`config.mk`:
```
export PLATFORM = sky130hd
export DESIGN_NAME = serial_add_ctrl
export DESIGN_NICKNAME = d
export VERILOG_FILES = /design/src/rtl/serial_add_ctrl_pkg.sv /design/src/rtl/serial_fa_cell.sv /design/src/rtl/serial_add_ctrl.sv
export SDC_FILE = /design/constraint.sdc
export NUM_CORES = 1
export LEC_CHECK = 0
export ABC_AREA = 1
export BUFFER_PORTS_ARGS = -buffer_cell sky130_fd_sc_hd__buf_2
export CAP_MARGIN = 30
export CORE_ASPECT_RATIO = 1.2
export CORE_MARGIN = 1
export CORE_UTILIZATION = 47
export CTS_BUF_LIST = sky130_fd_sc_hd__clkbuf_8
export DETAILED_ROUTE_END_ITERATION = 8
export PLACE_DENSITY_LB_ADDON = 0.25
export RECOVER_POWER = 25
export SETUP_SLACK_MARGIN = 0.1
export SYNTH_ARGS = -nofsm -noshare
export SYNTH_HDL_FRONTEND = slang
export SYNTH_SLANG_ARGS = --single-unit
```
`constraint.sdc`:
```
create_clock -name clk -period 4.86 [get_ports clk]
set_input_delay 0.972 -clock clk [delete_from_list [all_inputs] [get_ports clk]]
set_output_delay 0.972 -clock clk [all_outputs]
set_load 0.01 [all_outputs]
```
`src/rtl/serial_add_ctrl_pkg.sv`:
```
// Shared constants for the bit-serial adder: FSM state encodings and default operand width.
// Latency: n/a (definitions only).
// Backpressure: n/a (definitions only).
package serial_add_ctrl_pkg;

  // Operand/result width used when the instantiating code does not override it.
  localparam int DEFAULT_WIDTH = 8;

  // Controller states. Encoding 2'b11 is unused and is steered back to idle.
  typedef enum logic [1:0] {
    ST_IDLE = 2'b00,
    ST_RUN  = 2'b01,
    ST_DONE = 2'b10
  } state_e;

endpackage : serial_add_ctrl_pkg

```
`src/rtl/serial_fa_cell.sv`:
```
// One-bit full adder built from two half adders plus an OR of their carries.
// Latency: purely combinational, zero cycles.
// Backpressure: none; output follows the inputs continuously.

// Half adder: sum is the XOR of the inputs, carry is their AND.
module serial_half_add (
  input  logic a_i,
  input  logic b_i,
  output logic s_o,
  output logic c_o
);

  assign s_o = a_i ^ b_i;
  assign c_o = a_i & b_i;

endmodule : serial_half_add

module serial_fa_cell (
  input  logic a_i,
  input  logic b_i,
  input  logic c_i,
  output logic s_o,
  output logic c_o
);

  logic s1;
  logic c1;
  logic c2;

  // First stage adds the two operand bits.
  serial_half_add u_ha_ab (
    .a_i (a_i),
    .b_i (b_i),
    .s_o (s1),
    .c_o (c1)
  );

  // Second stage folds in the running carry.
  serial_half_add u_ha_c (
    .a_i (s1),
    .b_i (c_i),
    .s_o (s_o),
    .c_o (c2)
  );

  // At most one of the two stage carries can be set, so OR gives the majority.
  assign c_o = c1 | c2;

endmodule : serial_fa_cell

```
`src/rtl/serial_add_ctrl.sv`:
```
// Bit-serial adder: captures A, B, cin on accept, adds LSB-first through one shared full-add cell.
// Latency: out_valid rises the cycle after edge k+WIDTH (k = accepting edge); accepts spaced >= WIDTH+2.
// Backpressure: result held in DONE until out_ready; in_ready only in IDLE, so new operands wait.
module serial_add_ctrl
  import serial_add_ctrl_pkg::*;
#(
  parameter int WIDTH = DEFAULT_WIDTH
) (
  input  logic             clk,
  input  logic             rst_n,
  input  logic [WIDTH-1:0] inp1,
  input  logic [WIDTH-1:0] inp2,
  input  logic             cin,
  input  logic             in_valid,
  output logic             in_ready,
  output logic [WIDTH-1:0] sum,
  output logic             carry,
  output logic             out_valid,
  input  logic             out_ready
);

  // Counter only needs to reach WIDTH-1; the run exits on that value, so it never wraps.
  localparam int              CNT_W    = (WIDTH > 1) ? $clog2(WIDTH) : 1;
  localparam logic [CNT_W-1:0] CNT_LAST = CNT_W'(WIDTH - 1);
  localparam logic [CNT_W-1:0] CNT_ONE  = CNT_W'(1);

  state_e           state_q, state_d;
  logic [CNT_W-1:0] cnt_q,   cnt_d;
  logic [WIDTH-1:0] a_q,     a_d;
  logic [WIDTH-1:0] b_q,     b_d;
  logic             c_q,     c_d;
  logic [WIDTH-1:0] sum_q,   sum_d;
  logic             carry_q, carry_d;

  logic             accept;
  logic             last_bit;
  logic             fa_a;
  logic             fa_b;
  logic             fa_s;
  logic             fa_co;

  // Handshake and end-of-run decodes shared by the FSM and the datapath.
  assign accept   = (state_q == ST_IDLE) && in_valid;
  assign last_bit = (state_q == ST_RUN) && (cnt_q == CNT_LAST);

  // The single full-add cell always looks at the bit selected by the counter.
  assign fa_a = a_q[cnt_q];
  assign fa_b = b_q[cnt_q];

  serial_fa_cell u_fa (
    .a_i (fa_a),
    .b_i (fa_b),
    .c_i (c_q),
    .s_o (fa_s),
    .c_o (fa_co)
  );

  // State register; reset forces IDLE regardless of any handshake on the same edge.
  always_ff @(posedge clk) begin
    if (!rst_n) begin
      state_q <= ST_IDLE;
    end else begin
      state_q <= state_d;
    end
  end

  // Next-state logic: accept -> RUN, last bit -> DONE, consumer take -> IDLE.
  always_comb begin
    state_d = state_q;
    case (state_q)
      ST_IDLE: begin
        if (accept) begin
          state_d = ST_RUN;
        end
      end
      ST_RUN: begin
        if (last_bit) begin
          state_d = ST_DONE;
        end
      end
      ST_DONE: begin
        if (out_ready) begin
          state_d = ST_IDLE;
        end
      end
      default: begin
        // Illegal encoding recovers to a clean idle.
        state_d = ST_IDLE;
      end
    endcase
  end

  // Moore outputs decoded from the current state only.
  always_comb begin
    in_ready  = 1'b0;
    out_valid = 1'b0;
    case (state_q)
      ST_IDLE: in_ready  = 1'b1;
      ST_DONE: out_valid = 1'b1;
      default: begin
        in_ready  = 1'b0;
        out_valid = 1'b0;
      end
    endcase
  end

  // Datapath next-state: capture on accept, one sum bit and carry step per RUN edge.
  always_comb begin
    a_d     = a_q;
    b_d     = b_q;
    c_d     = c_q;
    cnt_d   = cnt_q;
    sum_d   = sum_q;
    carry_d = carry_q;
    case (state_q)
      ST_IDLE: begin
        if (accept) begin
          // Operands are frozen here so later input changes cannot disturb the run.
          a_d   = inp1;
          b_d   = inp2;
          c_d   = cin;
          cnt_d = '0;
        end
      end
      ST_RUN: begin
        sum_d[cnt_q] = fa_s;
        c_d          = fa_co;
        if (last_bit) begin
          // Final carry is published together with the last sum bit.
          carry_d = fa_co;
        end else begin
          cnt_d = cnt_q + CNT_ONE;
        end
      end
      default: begin
        // DONE and the illegal encoding leave the datapath untouched.
        a_d = a_q;
      end
    endcase
  end

  // Datapath registers with synchronous clear.
  always_ff @(posedge clk) begin
    if (!rst_n) begin
      a_q     <= '0;
      b_q     <= '0;
      c_q     <= 1'b0;
      cnt_q   <= '0;
      sum_q   <= '0;
      carry_q <= 1'b0;
    end else begin
      a_q     <= a_d;
      b_q     <= b_d;
      c_q     <= c_d;
      cnt_q   <= cnt_d;
      sum_q   <= sum_d;
      carry_q <= carry_d;
    end
  end

  assign sum   = sum_q;
  assign carry = carry_q;

endmodule : serial_add_ctrl

```
== Word level (Yosys, flattened, before mapping) ==
Index checks and enable logic that the tools add are counted.
Widths: inputs -> output; s select.

* Multipliers: 0
* Multiplexer cells: 18
* Reductions and logical operators: 10
* Magnitude comparators: 2
* Divide/modulo/power cells: 0
* Eq/ne operators: 7
* Add/subtract/negate cells: 1
* Shift operators: 0
* Bitwise operators: 5

{| class="wikitable"
|+ Operators with widths
! kind !! count
|-
| $bwmux 8 || 1
|-
| $ne 2x2->1 const B || 4
|-
| $bmux 1 s3 || 2
|-
| $mux 1 || 6
|-
| $mux 2 || 3
|-
| $mux 3 || 2
|-
| $pmux 2 s3 || 1
|-
| $pmux 3 s2 || 1
|-
| $reduce_and 2->1 || 3
|-
| $reduce_and 3->1 || 2
|-
| $lt 3x4->1 const B || 1
|-
| $add 3x1->3 const B || 1
|-
| $demux 1 s3 || 1
|-
| $eq 3x3->1 const B || 1
|-
| $ge 3x1->1 const B || 1
|-
| $logic_and 1x1->1 || 3
|-
| $and 1x1->1 || 2
|-
| $eq 2x1->1 const B || 1
|-
| $eq 2x2->1 const B || 1
|-
| $logic_not 2->1 || 1
|-
| $pmux 1 s2 || 1
|-
| $reduce_bool 2->1 || 1
|-
| $xor 1x1->1 || 2
|-
| $or 1x1->1 || 1
|}

* Word-level logic and storage cells: 50
* Input port bits: 21
* Register bits after elaboration: 31
* Memories kept: 0
* Bits in writable memories: 0
* ROM bits: 0
* Bits in latches: 0
* Output and inout port bits: 11

== Longest topological paths before layout ==
* Word-level depth: 6
* Mapped depth: 9
* Mapped depth without buffers: 9

== Cells and area by module ==
A second synthesis with hierarchy kept.

* Cells, all modules: 227
* Area total of the unflattened synthesis: 1514.0 µm²

{| class="wikitable"
|+ Modules (own cells, without submodules)
! module !! instances !! area each (µm²) !! cells an instance !! sequential area each (µm²)
|-
| serial_add_ctrl || 1 || 1477.7 || 222 || 620.6
|-
| serial_half_add || 2 || 12.5 || 1 || 0.0
|-
| serial_fa_cell || 1 || 11.3 || 3 || 0.0
|}

== Worst setup path after synthesis ==
Ideal clock, no wire load.

* Path kind: flip-flop to flip-flop
* Start: register cnt_q[0]
* End: register sum_q[0], in the netlist sum[0]
* Clock period less this slack: 1.776 ns
* Path slack: 3.084 ns
* Buffers on the path: 1
* Cell stages (with the launch flop): 10
* Arrival: 1.661 ns
* Required time: 4.745 ns
* Setup time: 0.115 ns
* Cell sequence: dfxtp_1 > buf_2 > nand2_1 > o211ai_1 > nand4_1 > fa_1 > inv_1 > nand3_1 > nand2_1 > nor2_1

* Word-level cells in the longest chain between the ends: 5
* Elaborated cells on any way between the ends: 12
* Those cells by class: order compare: 2; mux: 7; bitwise: 2; reduce/logical: 1

{| class="wikitable"
|+ Ends and longest elaborated chain
! what !! RTL line !! text
|-
| start: declaration || serial_add_ctrl.sv:28 || <nowiki>logic [CNT_W-1:0] cnt_q, cnt_d;</nowiki>
|-
| start signal: assignment || serial_add_ctrl.sv:155 || <nowiki>cnt_q <= cnt_d;</nowiki>
|-
| $bmux 1 s3 (on tied branches) || serial_add_ctrl.sv:47, serial_add_ctrl.sv:48 ||
|-
| $mux 1 (on tied branches) || serial_add_ctrl.sv:47, serial_add_ctrl.sv:48 ||
|-
| $xor 1x1->1 (*) (2 in series) || serial_fa_cell.sv:13 || <nowiki>assign s_o = a_i ^ b_i;</nowiki>
|-
| named net fa_s || serial_add_ctrl.sv:39 || <nowiki>logic fa_s;</nowiki>
|-
| $bwmux 8 (*) || serial_add_ctrl.sv:126 || <nowiki>sum_d[cnt_q] = fa_s;</nowiki>
|-
| end signal: assignment || serial_add_ctrl.sv:156 || <nowiki>sum_q <= sum_d;</nowiki>
|-
| end: declaration || serial_add_ctrl.sv:32 || <nowiki>logic [WIDTH-1:0] sum_q, sum_d;</nowiki>
|}

The timed path passes the listed nets; every way through them passes the cells marked *. The select of a mux whose other input is x is not followed.
A chain may end at the register's enable or synchronous reset.

== Final worst setup path ==
* Start: register cnt_q[0]
* End: register sum_q[3], in the netlist sum[3]

The elaborated chain is that of the path after synthesis.

==> results.toml <==
[min_path]
hold_depth = 2
min-delay-start = "carry$_SDFFE_PN0P_"
min_path_type = "reg2reg"

[setup_path]
cp-startpoint = "cnt_q[0]$_SDFFE_PN0P_"
r2r_start = "cnt_q[0]$_SDFFE_PN0P_"
worstPathRequired_ns = 5.03
endpoint_kind = "register"
path_max_fanout = 14
critical_path_class = "reg2reg"
reg2reg_depth = 9
rrSetupSlack_ns = 2.70
critical_path.startpoint_type = "register"
arrival_ns = 2.33

[die]
ios = 32
initial_core_util_pct = 49.0
die-area_sq_um = 3410
core-area_sq_um = 3060
die_w_um = 53.5
chipHeight_um = 63.8
row_count = 22

[clock_tree]
cts_tree = "done"
insertion_delay_ns = 0.28
hold_buffers = 0
cts_inserted_buffers = 5
clock-sinks = 31
htree_levels = 2
clock_path_buffers = 2
cts-root-buf = "clkbuf_8"
path_clk_slew_ns = 0.06
cts_resized = 0
postCtsSetupBuffers = 0

[route]
drt_wl_total_um = 2850
drtIter0Drc = 23
viasPerCell = 4.71
wl_per_cell_um = 9.83
antenna_left = 0
drc_errors = 0
dr_total_vias = 1367
drt-pass1-iter-count = 6

[sta]
worstMarginPinSlew_ns = 0.645
max-slew-margin-rel_pct = 56.9
setup_tns_ns = 0
rsz0062_at_grt = "false"
slew_violations = 0
clock_skew_ns = 0.00632
setup_viol = 0
final_hold_viol_count = 0
max_freq_mhz = 463
finalCritPeriodShare_pct = 44.4
min_period_ns = 2.16

[logic_synthesis]
syn_inst = 222
ys_ff_latch = 31
ys_types = 23
yosysWarnings = 0
seq_area_frac_synth_pct = 41.5
syn-cell-area_sq_um = 1500
synth_fp_nets = 246
postSynthAreaPerCell_sq_um = 6.74

[grt]
overflow = 0
grtUsageTotal_pct = 19.6
grt_max_degree = 30
antenna_found_initial = 0
grt_pass1_vias = 1222
grt_pass1_wl_um = 4960

[layout]
fin_nets = 277
postLayoutCellArea_sq_um = 1710
syn_to_final_growth_pct = 14.5
antenna_cells = 0
drive_above_1_share_pct = 15.7

[pwr]
p_leak_nw = 0.842
powerDensity_nw_per_um2 = 328
power_mw = 0.562
ir_worst_vdd_mv = 0.211

[place]
io_buffers = 31
gp_congestion = 0.775
hpwlAfterDp_um = 2090
dpl_cell_area_sq_um = 1640

[job]
maxCapViolCount = 0

[outcome]
status = "complete, no violations"
critical path, cell delays in order, from the launching register on:
cell	delay, ns
dfxtp_1	0.64
inv_1	0.25
nand2_1	0.12
nand3_1	0.07
nand4_1	0.13
fa_1	0.42
inv_1	0.20
nand2_1	0.10
nand2_1	0.06
nor2_1	0.04
registers in the layout, indices dropped and copies added, names as in the netlist:
name / cells
a_q: 8
b_q: 8
sum: 8
cnt_q: 3
state_q: 2
c_q: 1
carry: 1
layout by cell type (no fill, tap or decap), types with 2 or more instances in the layout:
master / netlist / routed
nor2_1: 64 / 64
nand2_1: 40 / 41
dfxtp_1: 31 / 31
inv_1: 27 / 30
buf_2: 2 / 30
nand3_1: 16 / 16
o21ai_1: 9 / 9
a21oi_1: 7 / 7
o21ai_0: 7 / 7
clkbuf_8: 0 / 5
o211ai_1: 2 / 2
nand4_1: 2 / 2
nor2_4: 2 / 2
ha_1: 2 / 2
through the flow:
step	setup slack [ns]	hold slack [ns]	std cells	util [%]
2_1_floorplan	3.08	0.455	222	-
3_3_place_gp	2.81	0.449	282	53.7
3_5_place_dp	2.74	0.452	282	53.7
4_1_cts	2.73	0.461	290	56.3
5_1_grt	2.47	0.511	290	56.1
6_report	2.70	0.459	290	56.1
path summary, 6_finish.rpt:
check | to
min | carry$_SDFFE_PN0P_
max | sum[3]$_SDFFE_PN0P_
min reg2reg | carry$_SDFFE_PN0P_
max reg2reg | sum[3]$_SDFFE_PN0P_
metal layers:
layer	up-vias	wire, um	global-route usage (%)
li1	750	-	-
met1	583	1310	23.1
met2	28	1390	32.5
met3	6	112	6.43
met4	0	39	6.58
met5	-	0	0
power by group:
part / switching [mW] / leakage [nW] / internal, mW
logic: 0.0586 / 0.536 / 0.0341
clock network: 0.0905 / 0.0505 / 0.0960
registers: 0.0126 / 0.255 / 0.270
total: 0.162 / 0.842 / 0.401
Yosys cell counts:
master	number	area (sq um)
dfxtp_1	31	621
nand3_1	16	80.1
inv_2	1	3.75
nand2_2	1	6.26
nor2_4	2	22.5
inv_1	27	101
nor2_1	64	240
a21boi_0	1	7.51
nand2_4	1	11.3
o21ai_2	1	8.76
fa_1	1	20.0
buf_6	1	11.3
o21ai_1	9	45.0
o211ai_1	2	15.0
buf_2	2	10.0
o21ai_0	7	35.0
a21oi_1	7	35.0
buf_1	2	7.51
nand4_1	2	12.5
ha_1	2	25.0
nand2_1	40	150
buf_12	1	20.0
buf_4	1	7.51
final cells by class:
type | count | area [sq um]
Multi-Input combinational cell | 156 | 707
Fill cell | 321 | 1340
Clock inverter | 3 | 12.5
Timing Repair Buffer | 31 | 154
Inverter | 28 | 105
Tap cell | 36 | 45.0
Clock buffer | 5 | 68.8
Sequential cell | 31 | 621
kinds of logic (layout without fill, tap and decap cells):
family,Yosys count,count (layout),share of synthesized area (%)
DFF,31,31,41.5
AOI/OAI and AO/OA,27,27,9.78
adders and majority gates,3,3,3.01
buffers and inverters,35,67,10.8
and+or+nand+nor,126,126,34.9
No activity file was read; power rests on OpenSTA's default activity.
